$ cat config.mk
export PLATFORM = sky130hd
export DESIGN_NAME = seg_scan_driver
export DESIGN_NICKNAME = d
export VERILOG_FILES = /design/src/rtl/seg_scan_driver.sv
export SDC_FILE = /design/constraint.sdc
export NUM_CORES = 1
export LEC_CHECK = 0
export ABC_AREA = 1
export CAP_MARGIN = 5
export CORE_UTILIZATION = 42
export CTS_CLUSTER_SIZE = 28
export DETAILED_ROUTE_END_ITERATION = 8
export DONT_BUFFER_PORTS = 1
export PLACE_DENSITY = 0.64
export SETUP_SLACK_MARGIN = 0.1
export SLEW_MARGIN = 10
export SYNTH_ARGS = -nofsm -noshare
export SYNTH_HDL_FRONTEND = slang
export SYNTH_SLANG_ARGS = --single-unit
$ cat constraint.sdc
create_clock -name clk -period 2.6 [get_ports clk]
set_clock_uncertainty 0.15 [all_clocks]
set_input_delay 0.52 -clock clk [delete_from_list [all_inputs] [get_ports clk]]
set_output_delay 0.52 -clock clk [all_outputs]
set_load 0.005 [all_outputs]
$ cat src/rtl/seg_scan_driver.sv
// seg_scan_driver: six-digit multiplexed seven-segment scanner with tear-free shadow/active digit registers.
module seg_scan_driver #(
    parameter int SCAN_DIV   = 1000,
    parameter int BLANK_CYC  = 2,
    parameter int ACTIVE_LOW = 1
) (
    input  logic       clk,
    input  logic       rst,
    input  logic [3:0] digit0,
    input  logic [3:0] digit1,
    input  logic [3:0] digit2,
    input  logic [3:0] digit3,
    input  logic [3:0] digit4,
    input  logic [3:0] digit5,
    input  logic [1:0] ampm,
    input  logic       load,
    output logic [6:0] seg,
    output logic       dp,
    output logic [5:0] dig_sel,
    output logic       frame_done
);
    localparam int            CW    = $clog2(SCAN_DIV);
    localparam logic [CW-1:0] LAST  = CW'(SCAN_DIV - 1);
    localparam logic [CW-1:0] BLANK = CW'(BLANK_CYC);
    localparam logic          INV   = (ACTIVE_LOW != 0);

    logic [CW-1:0] cnt_q, cnt_d;
    logic [2:0]    idx_q, idx_d;
    logic [23:0]   sh_q, sh_d, act_q, act_d;
    logic          shpm_q, shpm_d, actpm_q, actpm_d;
    logic [6:0]    seg_q, seg_d, lit;
    logic          dp_q, dp_d, fd_q, fd_d, tick, wrap;
    logic [5:0]    dig_q, dig_d;
    logic [3:0]    cur;
    logic          unused_ampm;

    assign unused_ampm = ampm[1];

    always_comb begin
        tick    = (cnt_q == LAST);
        wrap    = tick && (idx_q == 3'd5);
        cnt_d   = tick ? '0 : cnt_q + 1'b1;
        idx_d   = wrap ? 3'd0 : tick ? idx_q + 3'd1 : idx_q;
        sh_d    = load ? {digit5, digit4, digit3, digit2, digit1, digit0} : sh_q;
        shpm_d  = load ? ampm[0] : shpm_q;
        // active takes the pre-edge shadow, so a load on the wrap edge shows one frame later
        act_d   = wrap ? sh_q : act_q;
        actpm_d = wrap ? shpm_q : actpm_q;
        cur     = act_q[{idx_q, 2'b00} +: 4];
        lit     = 7'h40;
        case (cur)
            4'd0: lit = 7'h3F;
            4'd1: lit = 7'h06;
            4'd2: lit = 7'h5B;
            4'd3: lit = 7'h4F;
            4'd4: lit = 7'h66;
            4'd5: lit = 7'h6D;
            4'd6: lit = 7'h7D;
            4'd7: lit = 7'h07;
            4'd8: lit = 7'h7F;
            4'd9: lit = 7'h6F;
            4'hF: lit = 7'h00;
            default: lit = 7'h40;
        endcase
        seg_d   = lit ^ {7{INV}};
        dp_d    = ((idx_q == 3'd2) || (idx_q == 3'd4) || ((idx_q == 3'd0) && actpm_q)) ^ INV;
        dig_d   = ((cnt_q >= BLANK) ? (6'b1 << idx_q) : 6'b0) ^ {6{INV}};
        fd_d    = wrap;
    end

    always_ff @(posedge clk) begin
        if (rst) begin
            cnt_q   <= '0;
            idx_q   <= '0;
            sh_q    <= '1;
            act_q   <= '1;
            shpm_q  <= 1'b0;
            actpm_q <= 1'b0;
            seg_q   <= {7{INV}};
            dp_q    <= INV;
            dig_q   <= {6{INV}};
            fd_q    <= 1'b0;
        end else begin
            cnt_q   <= cnt_d;
            idx_q   <= idx_d;
            sh_q    <= sh_d;
            act_q   <= act_d;
            shpm_q  <= shpm_d;
            actpm_q <= actpm_d;
            seg_q   <= seg_d;
            dp_q    <= dp_d;
            dig_q   <= dig_d;
            fd_q    <= fd_d;
        end
    end

    assign seg        = seg_q;
    assign dp         = dp_q;
    assign dig_sel    = dig_q;
    assign frame_done = fd_q;
endmodule
Yosys cells after proc, flatten, opt, wreduce, memory -nomap -nowiden
Memories as Yosys holds them, arrays and structs flattened. Cells that the tools add are included.

Reduce and logical (&&, ||, !) cells: 7. Shift operators: 2. Add/sub/neg operators: 2. Multipliers: 0. Equal/unequal tests: 4. Bitwise logic cells: 3. Div/mod/pow operators: 0. Order comparisons: 1. Mux-type cells: 1.

Operator list (count): $shiftx 24x6->4 (1); $add 10x1->10 const B (1); $eq 10x10->1 const B (1); $ge 10x2->1 const B (1); $not 7->7 (1); $eq 3x3->1 const B (2); $mux 6 (1); $not 6->6 (1); $shl 1x3->6 const A (1); $reduce_or 2->1 (2); $add 3x1->3 const B (1); $eq 3x2->1 const B (1); $logic_not 3->1 (1); $logic_and 1x1->1 (2); $logic_or 1x1->1 (2); $not 1->1 (1).

Flip-flop bits (word level): 78. Bits in latches: 0. Logic and storage cells: 31. Output and inout bits: 15. Memory bits (read-only): 112. Memories kept: 1. RAM bits: 0.

Memories: (no name shown) (words 16, bits a word 7, read ports 1, clocked after memory_dff 0, wr ports 0, RTL line 51) `case (cur)`.

Logic depth before layout (Yosys ltp)
Gate-level depths: netlist (run 1).

Depth after elaboration: 4. Gate-level depth with buffers: 12.

Worst setup path before layout (run 1)
OpenSTA, ideal clock, no wires.

Path kind: reg-to-reg. From: register idx_q[0]. To: register seg_q[0], in the netlist seg[0]. Buffers on the path: 1. Data required time: 2.320 ns. Arrival time: 1.624 ns. Stages on the path, launching flop included: 13. Path slack: 0.696 ns. Period minus slack after synthesis: 1.904 ns. Cells stage by stage: dfxtp_1 -> inv_1 -> buf_2 -> nand2_1 -> nand3_1 -> nand2_1 -> a21oi_1 -> inv_1 -> ha_1 -> inv_1 -> nand3_1 -> nand3_1 -> nand3_1.

Longest elaborated chain between the ends: 3.

RTL lines: from (decl) (RTL line 28) `logic [2:0] idx_q, idx_d;`; from (signal assigned) (RTL line 85) `idx_q <= idx_d;`; $shiftx 24x6->4 (RTL line 49) `cur = act_q[{idx_q, 2'b00} +: 4];`; $mem_v2 16x7; $not 7->7 (no line); to (signal assigned) (RTL line 79) `seg_q <= {7{INV}};`; to (signal assigned) (RTL line 90) `seg_q <= seg_d;`; to (decl) (RTL line 31) `logic [6:0] seg_q, seg_d, lit;`.

Every way passes these cells. A chain may end at the register's enable or synchronous reset.

Worst setup path after layout (run 1)
From: register idx_q[0]. To: register seg_q[3], in the netlist seg[3].

The elaborated chain is that of the path after synthesis.

==> results.txt, run 1 <==
----------------------------------------------------
[Clock tree]
  Clock transition at the registers of the reported paths ... 80 ps
  CTS-repair resized insts ... 0
  CTS tree ... yes
  Number of levels the H-tree was split into ... 3
  Buffers inserted by post-CTS timing repair ... 0
  Largest buffer count on any clock path ... 2
  Number of buffers added by the clock tree synthesis step ... 9
  Latest clock arrival within the worst-skew pair ... 350 ps
  CTS root buffer ... clkbuf_8
  Clk sink count ... 78
  Count of hold buffers inserted by post-cts repair ... 0

[Final layout]
  Final antenna diode count ... 0
  Number of nets in the layout ... 472
  Fraction of final layout cells with drive strength greater than 1 ... 0.0619
  Final design instance area without fill ... 3590 um2
  Filler Cell Count ... 784
  Area growth from synthesis to layout ... 9.54%

[Power]
  Lkg Pwr ... between 1.5 and 2 nW
  Power density normalized to cell area ... around 670 nW/um2
  Max rail drop VDD ... 0.000379 V

[Hold path]
  Hold EP ... cnt_q[4]
  Number of stages on the worst hold path ... 1
  Worst hold path class ... in2reg
  Origin of the worst min-delay path ... rst

[Global routing]
  Number of global-route vias before repair ... 2731
  Top Usage Layer GRT ... met2
  Pin count of the biggest net entering global routing ... 35
  Routing usage on met2 ... 0.314
  Antenna violations before repair ... 0
  Global-route wire length before repair ... 12200 um
  Met1 GRT Util ... 0.222
  Total congestion overflow after global routing ... 0
  Met3 track utilization from global routing ... 0.0412
  GRT Overall Usage ... 0.185

[Worst setup path]
  FF-to-FF Start ... idx_q[0]
  Slowest cell on the critical path ... a21oi_1
  Most frequent cell on the critical path ... nand3_1
  Endpoint of the most critical register-to-register path ... seg[3]
  Length in cells of the worst reg-to-reg path ... 11
  Buf+Inv Stages, Crit Path ... 3
  Critical path cell sequence ... inv_1, nand2_1, nand3_1, nand2_1, a21oi_1, inv_1, ha_1, inv_1, nand3_1, nand3_1, nand3_1
  Category of the worst setup path launch point ... flop
  Reg-to-reg slack, setup ... 390 ps
  Required @ worst endpoint ... roughly 2700 ps
  Crit path kind ... reg2reg
  Critical path's largest stage delay ... 410 ps
  Worst Setup End Kind ... flop
  Family with the most delay on the worst path ... buffers and inverters
  CP arrival ... 2290 ps
  Critical Path Stages ... 11
  Highest net fanout along the worst path ... 14

[Synthesis]
  Post-Syn Nets ... ~480
  Mux contribution to synthesized area ... 0
  Share of async-settable or async-resettable flops after synthesis ... 0
  Number of enable-type register cells in the synthesized netlist ... 0
  Largest family of logic cells by synthesized area ... simple AND/OR/NAND/NOR gates
  Adder-cell share of the synthesized area ... 0.0458
  Number of storage elements in the synthesis netlist ... 78
  Cell type with the largest total area after synthesis ... dfxtp_1
  Cell with the most instances after synthesis ... nand2_1
  Compound-cell area share of the yosys netlist ... 0.0271
  Sequential element share of the synthesized area ... 0.476
  Distinct cell type count of the synthesized netlist ... 22
  Synthesized-area fraction occupied by and/or/nand/nor cells ... 0.375
  Warning count from the yosys run ... 0
  Synthesized area per cell ... 7.52 um2
  Instance count of the mapped netlist ... 436
  Dominant register cell in the synthesized netlist ... dfxtp_1
  Synthesized cell area ... 3280 um2
  Most used standard cells in the synthesized netlist ... nand2_1, nand3_1, dfxtp_1
  Share of the synthesized area in the top cell type ... 0.476
  Cell types with the largest area share after synthesis ... dfxtp_1, nand2_1, nand3_1
  Fraction of synthesized cell area in xor and xnor cells ... 0.00802

[STA]
  Total negative slack ... 0 ps
  Final-report hold violation count ... 0
  Maximum clock frequency ... 452 MHz
  RSZ-0062 raised after global routing ... false
  Final worst path period need ... 2210 ps
  Worst hold-check slack ... 87.8 ps
  Setup Viol. Count Final ... 0
  Least-Margin Pin Slew ... 531 ps
  Slew Limit Headroom ... 0.645
  Fin crit share ... 0.851
  Number of max-slew violations in the final report ... 0

[Die]
  Effective utilization at floorplan ... 0.442
  Die outline area ... between 8000 and 9000 um2
  Floorplan row count ... 31
  Placeable Area ... around 7400 um2
  Number of placed I/O pins ... 44
  Die span in y ... 90.3 um
  Die width ... between 90 and 100 um

[Drt]
  Total number of vias ... 2761
  Number of DRC violations after detailed-routing iteration 0 ... 155
  DRC ... 0
  Mean number of vias per cell ... 5.16
  Final WL ... 6720 um
  Number of search-and-repair iterations in the first detailed-routing pass ... 4
  Detailed-route wire length per cell ... 12.6 um
  Number of nets with antenna violations after detailed routing ... 0

[Placed design]
  HPWL after detailed placement ... ~4600 um
  RePlAce Congestion ... 0.864
  Number of port buffers ... 0
  Cell Area, Placed ... 3350 um2

[Job]
  Number of violations of the max-capacitance limit ... 0

[Run status]
  Status ... finished, final reports clean

----------------------------------------------------
==> metal layers <==
layer  vias up  wire, um
met5         -         0
met4         0       140
met3        11       229
met2        41      3180
met1      1276      3170
li1       1433         -
==> metrics by stage <==
step                      instances  setup WS, ps   util  power [mW]
after floorplan                 436           696      -        1.34
after global placement          519           476  0.453        1.35
after detailed placement        519           382  0.453        1.35
after CTS                       535           378  0.485        2.43
after global routing            535           133  0.485        2.50
final                           535           388  0.485        2.40
==> cell usage in the layout (no fill, tap or decap) <==
cell        instances
nand2_1           120
nand3_1            84
dfxtp_1            78
inv_1              31
nor2_1             25
nand4_1            25
ha_1               12
a21oi_1            10
clkbuf_8            9
nor3_1              8
buf_4               5
o21ai_0             3
inv_2               3
nor4_1              3
or2_2               3
xor2_1              3
bufinv_16           3
o21a_1              2
clkinv_1            2
clkbuf_1            2
nor4_4              1
nand3_2             1
a32oi_1             1
clkinvlp_4          1
inv_6               1
==> worst max-delay path by stage <==
stage	start	end	slack, ps
global route	idx_q[0]	seg[3]	130
CTS	idx_q[1]	seg[3]	380
finish	idx_q[0]	seg[3]	390
floorplan	idx_q[0]	seg[0]	700
detailed placement	idx_q[1]	seg[3]	380
global placement	idx_q[1]	seg[3]	480
==> final cells by class <==
type	count	area (um2)	area share
multi-input combinational	301	1500	0.416
tap	99	124	0.0345
clock inverter	5	106	0.0296
timing repair buffer	5	37.5	0.0105
clock buffer	11	131	0.0366
inverter	36	135	0.0376
sequential	78	1560	0.435
==> registers in the layout, indices dropped and copies added, names as in the netlist <==
name,cells
act_q,24
sh_q,24
shpm_q,1
seg,7
idx_q,3
frame_done,1
dig_sel,6
dp,1
cnt_q,10
actpm_q,1
==> where the power goes <==
group	internal [mW]	total (mW)	leakage, nW	switching, mW
logic	0.0258	0.0757	0.914	0.0499
registers	1.23	1.25	0.638	0.0195
clock network	0.642	1.08	0.114	0.437
total	1.89	2.40	1.67	0.506
==> logic make-up after synthesis <==
| logic type | Yosys count |
|---|---|
| simple gates | 270 |
| flops | 78 |
| buf+inv | 57 |
| compound gates | 16 |
| fa+ha+maj | 12 |
| xor+xnor | 3 |
Note: power is estimated with default switching activity, not from simulation.
==> run 2, diff against run 1 <==
Settings changed: DONT_BUFFER_PORTS 1 to default, PLACE_DENSITY 0.64 to 0.72.
==> run 2 against run 1 <==
Compared with the run above:
- combinational power up 69%
- sequential power about the same
- die area unchanged
- register-to-register slack worse by 80 ps
- clock power about the same
- flip-flop and latch count unchanged
- maximum frequency is 3.6% lower
- critical path depth decreased by 1
- global-route usage grew 0.24 points
- routed wire length grew 0.34%
- setup slack worse by 82 ps
- critical endpoint is now seg[0]
==> results.txt, run 2 (synthesis gave the netlist of run 1 again) <==
----------------------------------------------------
[STA]
  RSZ-0062 raised after global routing ... false
  Maximum clock frequency ... 436 MHz
  Worst hold-check slack ... 311 ps
  Fin crit share ... 0.882
  Number of max-slew violations in the final report ... 0
  Total negative slack ... 0 ps
  Least-Margin Pin Slew ... 520 ps
  Final setup margin ... between 300 and 400 ps
  Setup Viol. Count Final ... 0
  Final worst path period need ... 2290 ps
  Final-report hold violation count ... 0
  Slew Limit Headroom ... 0.653

[Global routing]
  Total congestion overflow after global routing ... 0
  GRT Overall Usage ... 0.188
  Number of global-route vias before repair ... approximately 2800
  Global-route wire length before repair ... approximately 13000 um
  Pin count of the biggest net entering global routing ... 58
  Antenna violations before repair ... 0

[Clock tree]
  Clk sink count ... 78
  Number of buffers added by the clock tree synthesis step ... 9
  CTS-repair resized insts ... 0
  Largest buffer count on any clock path ... 2
  Count of hold buffers inserted by post-cts repair ... 0
  Number of levels the H-tree was split into ... 3
  CTS root buffer ... clkbuf_8
  Latest clock arrival within the worst-skew pair ... 350 ps
  CTS tree ... yes
  Clock transition at the registers of the reported paths ... 80 ps
  Buffers inserted by post-CTS timing repair ... 0

[Drt]
  Number of DRC violations after detailed-routing iteration 0 ... roughly 120
  Number of nets with antenna violations after detailed routing ... 0
  Detailed-route wire length per cell ... 11.7 um
  Total number of vias ... 2931
  Mean number of vias per cell ... ~5
  Final WL ... ~6700 um
  Number of search-and-repair iterations in the first detailed-routing pass ... 4
  DRC ... 0

[Placed design]
  Cell count after placement ... 562
  Post-placement worst setup slack ... 410 ps
  RePlAce Congestion ... 0.819
  Number of port buffers ... 42
  HPWL after detailed placement ... 4550 um

[Final layout]
  Area growth from synthesis to layout ... 23.2%
  Number of nets in the layout ... 515
  Fraction of the core area covered by cells at the end of the flow ... 0.545
  Regs by FF count ... act_q x24, sh_q x24, cnt_q x10
  Fraction of final layout cells with drive strength greater than 1 ... 0.0626
  Commonest cells after routing, fill and taps aside ... nand2_1, nand3_1, dfxtp_1, clkdlybuf4s50_1, inv_1
  Most common cell after layout, fill and taps aside ... nand2_1
  Non-filler instance count after layout ... 578
  Final antenna diode count ... 0

[Die]
  Placeable Area ... approximately 7400 um2
  Die outline area ... 8160 um2
  Die width ... 90.3 um
  Effective utilization at floorplan ... 0.442
  Die span in y ... 90.3 um
  Number of placed I/O pins ... 44
  Floorplan row count ... 31

[Worst setup path]
  Category of the worst setup path launch point ... flop
  CP arrival ... 2380 ps
  Crit path kind ... reg2reg
  Highest net fanout along the worst path ... 8
  Required @ worst endpoint ... 2680 ps
  Worst Setup End Kind ... flop

[Job]
  Number of violations of the max-capacitance limit ... 0

[Power]
  Lkg Pwr ... 1.86 nW
  Power density normalized to cell area ... approximately 610 nW/um2
  Max rail drop VDD ... 0.000311 V

[Hold path]
  Worst hold path class ... reg2reg

[Run status]
  Status ... finished, final reports clean

----------------------------------------------------
[run 2: changes by cell type in the layout (fill, tap and decap cells not counted), sizes merged]
cell           previous run  this run
clkdlybuf4s50             0        42
clkinv                    2         5
clkbuf                   11         9
buf                       5         6
clkinvlp                  1         0
[run 2: per-stage QoR]
step                total power, mW  instance area [um2]
detailed placement             1.40                 3790
CTS                            2.50                 4040
global route                   2.57                 4040
finish                         2.48                 4040
global placement               1.40                 3790
floorplan                      1.34                 3280
[run 2: per-layer routing]
metal | track usage | share of wire | vias up
met4 | 0.0806 | 0.020 | 0
met3 | 0.0354 | 0.037 | 12
met2 | 0.326 | 0.47 | 63
met1 | 0.226 | 0.48 | 1335
li1 | - | - | 1521
met5 | 0 | 0 | -
[run 2: path summary, 6_finish.rpt]
| check | startpoint | to | slack [ps] | cells after the start |
|---|---|---|---|---|
| setup reg to reg | idx_q[1] | seg[0] | 310 | 10 |
| hold reg to reg | shpm_q | actpm_q | 310 | 2 |
| setup / recovery | idx_q[1] | seg[0] | 310 | 10 |
| hold / removal | shpm_q | actpm_q | 310 | 2 |
[run 2: worst max-delay path, stage by stage, from the launching register on]
cell	delay [ps]
dfxtp_1	480
inv_1	190
nand2_1	170
nor3_1	80
a21oi_1	410
inv_1	130
ha_1	220
inv_1	60
nand3_1	110
nand3_1	110
nand3_1	80
[run 2: final cells by class]
| type | instances | area (um2) |
|---|---|---|
| Inverter | 36 | 135 |
| Clock inverter | 7 | 121 |
| Sequential cell | 78 | 1560 |
| Timing Repair Buffer | 48 | 478 |
| Multi-Input combinational cell | 301 | 1500 |
| Fill cell | 724 | 3370 |
| Tap cell | 99 | 124 |
| Clock buffer | 9 | 124 |
[run 2: report_power, final]
part / total [mW] / switching (mW) / internal, mW
logic: 0.128 / 0.0622 / 0.0660
registers: 1.25 / 0.0193 / 1.23
clock network: 1.10 / 0.459 / 0.642
==> run 3, diff against run 2 <==
Settings changed: CORE_MARGIN from default to 5.
==> run 3 against run 2 <==
Compared with the run above:
- die area up 18%
- clock power down 16%
- sequential share of layout area up 0.33 points
- non-clock buffer count unchanged
- global-route usage down 4.0 points
- critical path depth unchanged
- core utilization down 2.1 points
- worst hold slack about the same
- critical path type unchanged
- critical endpoint is now seg[5]
- largest cell class unchanged
- largest power group unchanged
==> results.txt, run 3 (synthesis gave the netlist of run 1 again) <==
----------------------------------------------------
[Run status]
  Status ... finished, final reports clean

[Clock tree]
  Latest clock arrival within the worst-skew pair ... 340 ps
  CTS root buffer ... clkbuf_8
  Buffers inserted by post-CTS timing repair ... 0
  Number of levels the H-tree was split into ... 3
  Number of buffers added by the clock tree synthesis step ... 9
  CTS-repair resized insts ... 0
  Clock transition at the registers of the reported paths ... ~70 ps
  Clk sink count ... just under 80
  CTS tree ... yes
  Largest buffer count on any clock path ... 2
  Count of hold buffers inserted by post-cts repair ... 0

[Power]
  Max rail drop VDD ... 0.000221 V
  Pwr Total ... approximately 2.3 mW
  Power density normalized to cell area ... approximately 570 nW/um2
  Lkg Pwr ... 1.84 nW

[Die]
  Die span in y ... around 98 um
  Die outline area ... 9670 um2
  Floorplan row count ... 32
  Die width ... 98.3 um
  Number of placed I/O pins ... 44
  Effective utilization at floorplan ... 0.429
  Placeable Area ... 7650 um2

[Worst setup path]
  Highest net fanout along the worst path ... 8
  Required @ worst endpoint ... 2670 ps
  Category of the worst setup path launch point ... flop
  Crit path kind ... reg2reg
  Worst Setup End Kind ... flop
  CP arrival ... approximately 2300 ps

[Global routing]
  Total congestion overflow after global routing ... 0
  Antenna violations before repair ... 0
  Global-route wire length before repair ... 11900 um
  GRT Overall Usage ... 0.148
  Pin count of the biggest net entering global routing ... 44
  Number of global-route vias before repair ... 2703

[STA]
  Number of max-slew violations in the final report ... 0
  Final worst path period need ... 2180 ps
  Fin crit share ... 0.837
  Final-report hold violation count ... 0
  Total negative slack ... 0 ps
  Maximum clock frequency ... ~460 MHz
  Slew Limit Headroom ... 0.662
  Setup Viol. Count Final ... 0
  RSZ-0062 raised after global routing ... false
  Least-Margin Pin Slew ... ~500 ps
  Final setup margin ... 425 ps

[Final layout]
  Filler Cell Count ... approximately 760
  Fraction of final layout cells with drive strength greater than 1 ... 0.0607
  Area growth from synthesis to layout ... 22.2%
  Final antenna diode count ... 0
  Number of nets in the layout ... 515
  Regs by FF count ... act_q x24, sh_q x24, cnt_q x10
  Most common cell after layout, fill and taps aside ... nand2_1
  Commonest cells after routing, fill and taps aside ... nand2_1, nand3_1, dfxtp_1, clkdlybuf4s50_1, inv_1

[Drt]
  Mean number of vias per cell ... 4.92
  Number of search-and-repair iterations in the first detailed-routing pass ... 4
  Number of nets with antenna violations after detailed routing ... 0
  Number of DRC violations after detailed-routing iteration 0 ... 169
  DRC ... 0
  Final WL ... ~6900 um
  Detailed-route wire length per cell ... approximately 12 um
  Total number of vias ... 2856

[Placed design]
  RePlAce Congestion ... 0.862
  Post-placement worst setup slack ... 402 ps
  HPWL after detailed placement ... 4800 um
  Number of port buffers ... 42

[Hold path]
  Worst hold path class ... reg2reg

[Job]
  Number of violations of the max-capacitance limit ... 0

----------------------------------------------------
## run 3: worst max-delay path, cell delays in order, from the launching register on
cell and delay (ps):
dfxtp_1 470, inv_1 190, nand2_1 180, nor3_1 80, a21oi_1 400, inv_1 130
ha_1 220, inv_1 60, nand2_1 50, nand3_1 70, nand3_1 60
## run 3: worst paths after layout
path | startpoint | end | slack [ps] | cells past startpoint
worst max-delay path | idx_q[1] | seg[5] | 420 | 10
worst min-delay path | act_q[12] | act_q[12] | 310 | 2
worst max register to register | idx_q[1] | seg[5] | 420 | 10
worst min register to register | act_q[12] | act_q[12] | 310 | 2
## run 3: layout make-up
type	instances	area, um2	share of cell area
clock buffer	12	165	0.0412
timing repair buffer	48	478	0.119
inverter	36	135	0.0337
clock inverter	3	42.5	0.0106
multi-input combinational	301	1500	0.373
sequential	78	1560	0.390
tap	102	128	0.0319
## run 3: layer usage
metal / global-route usage / routed length, um / vias up
met5: 0 / 0 / -
met4: 0.0525 / 99 / 0
met3: 0.0421 / 334 / 11
met2: 0.236 / 3090 / 58
met1: 0.192 / 3360 / 1271
li1: - / - / 1516
## run 3: stage by stage
step	instances	area, um2	hold WS, ps	util
6_report	580	4010	311	0.524
5_1_grt	580	4010	331	0.524
4_1_cts	580	4010	311	0.524
3_5_place_dp	565	3800	293	0.497
3_3_place_gp	565	3800	289	0.497
2_1_floorplan	436	3280	271	-
## run 3: power by group
group	internal, mW	switching [mW]
combinational	0.0660	0.0628
clock	0.515	0.407
sequential	1.23	0.0190
total	1.81	0.489
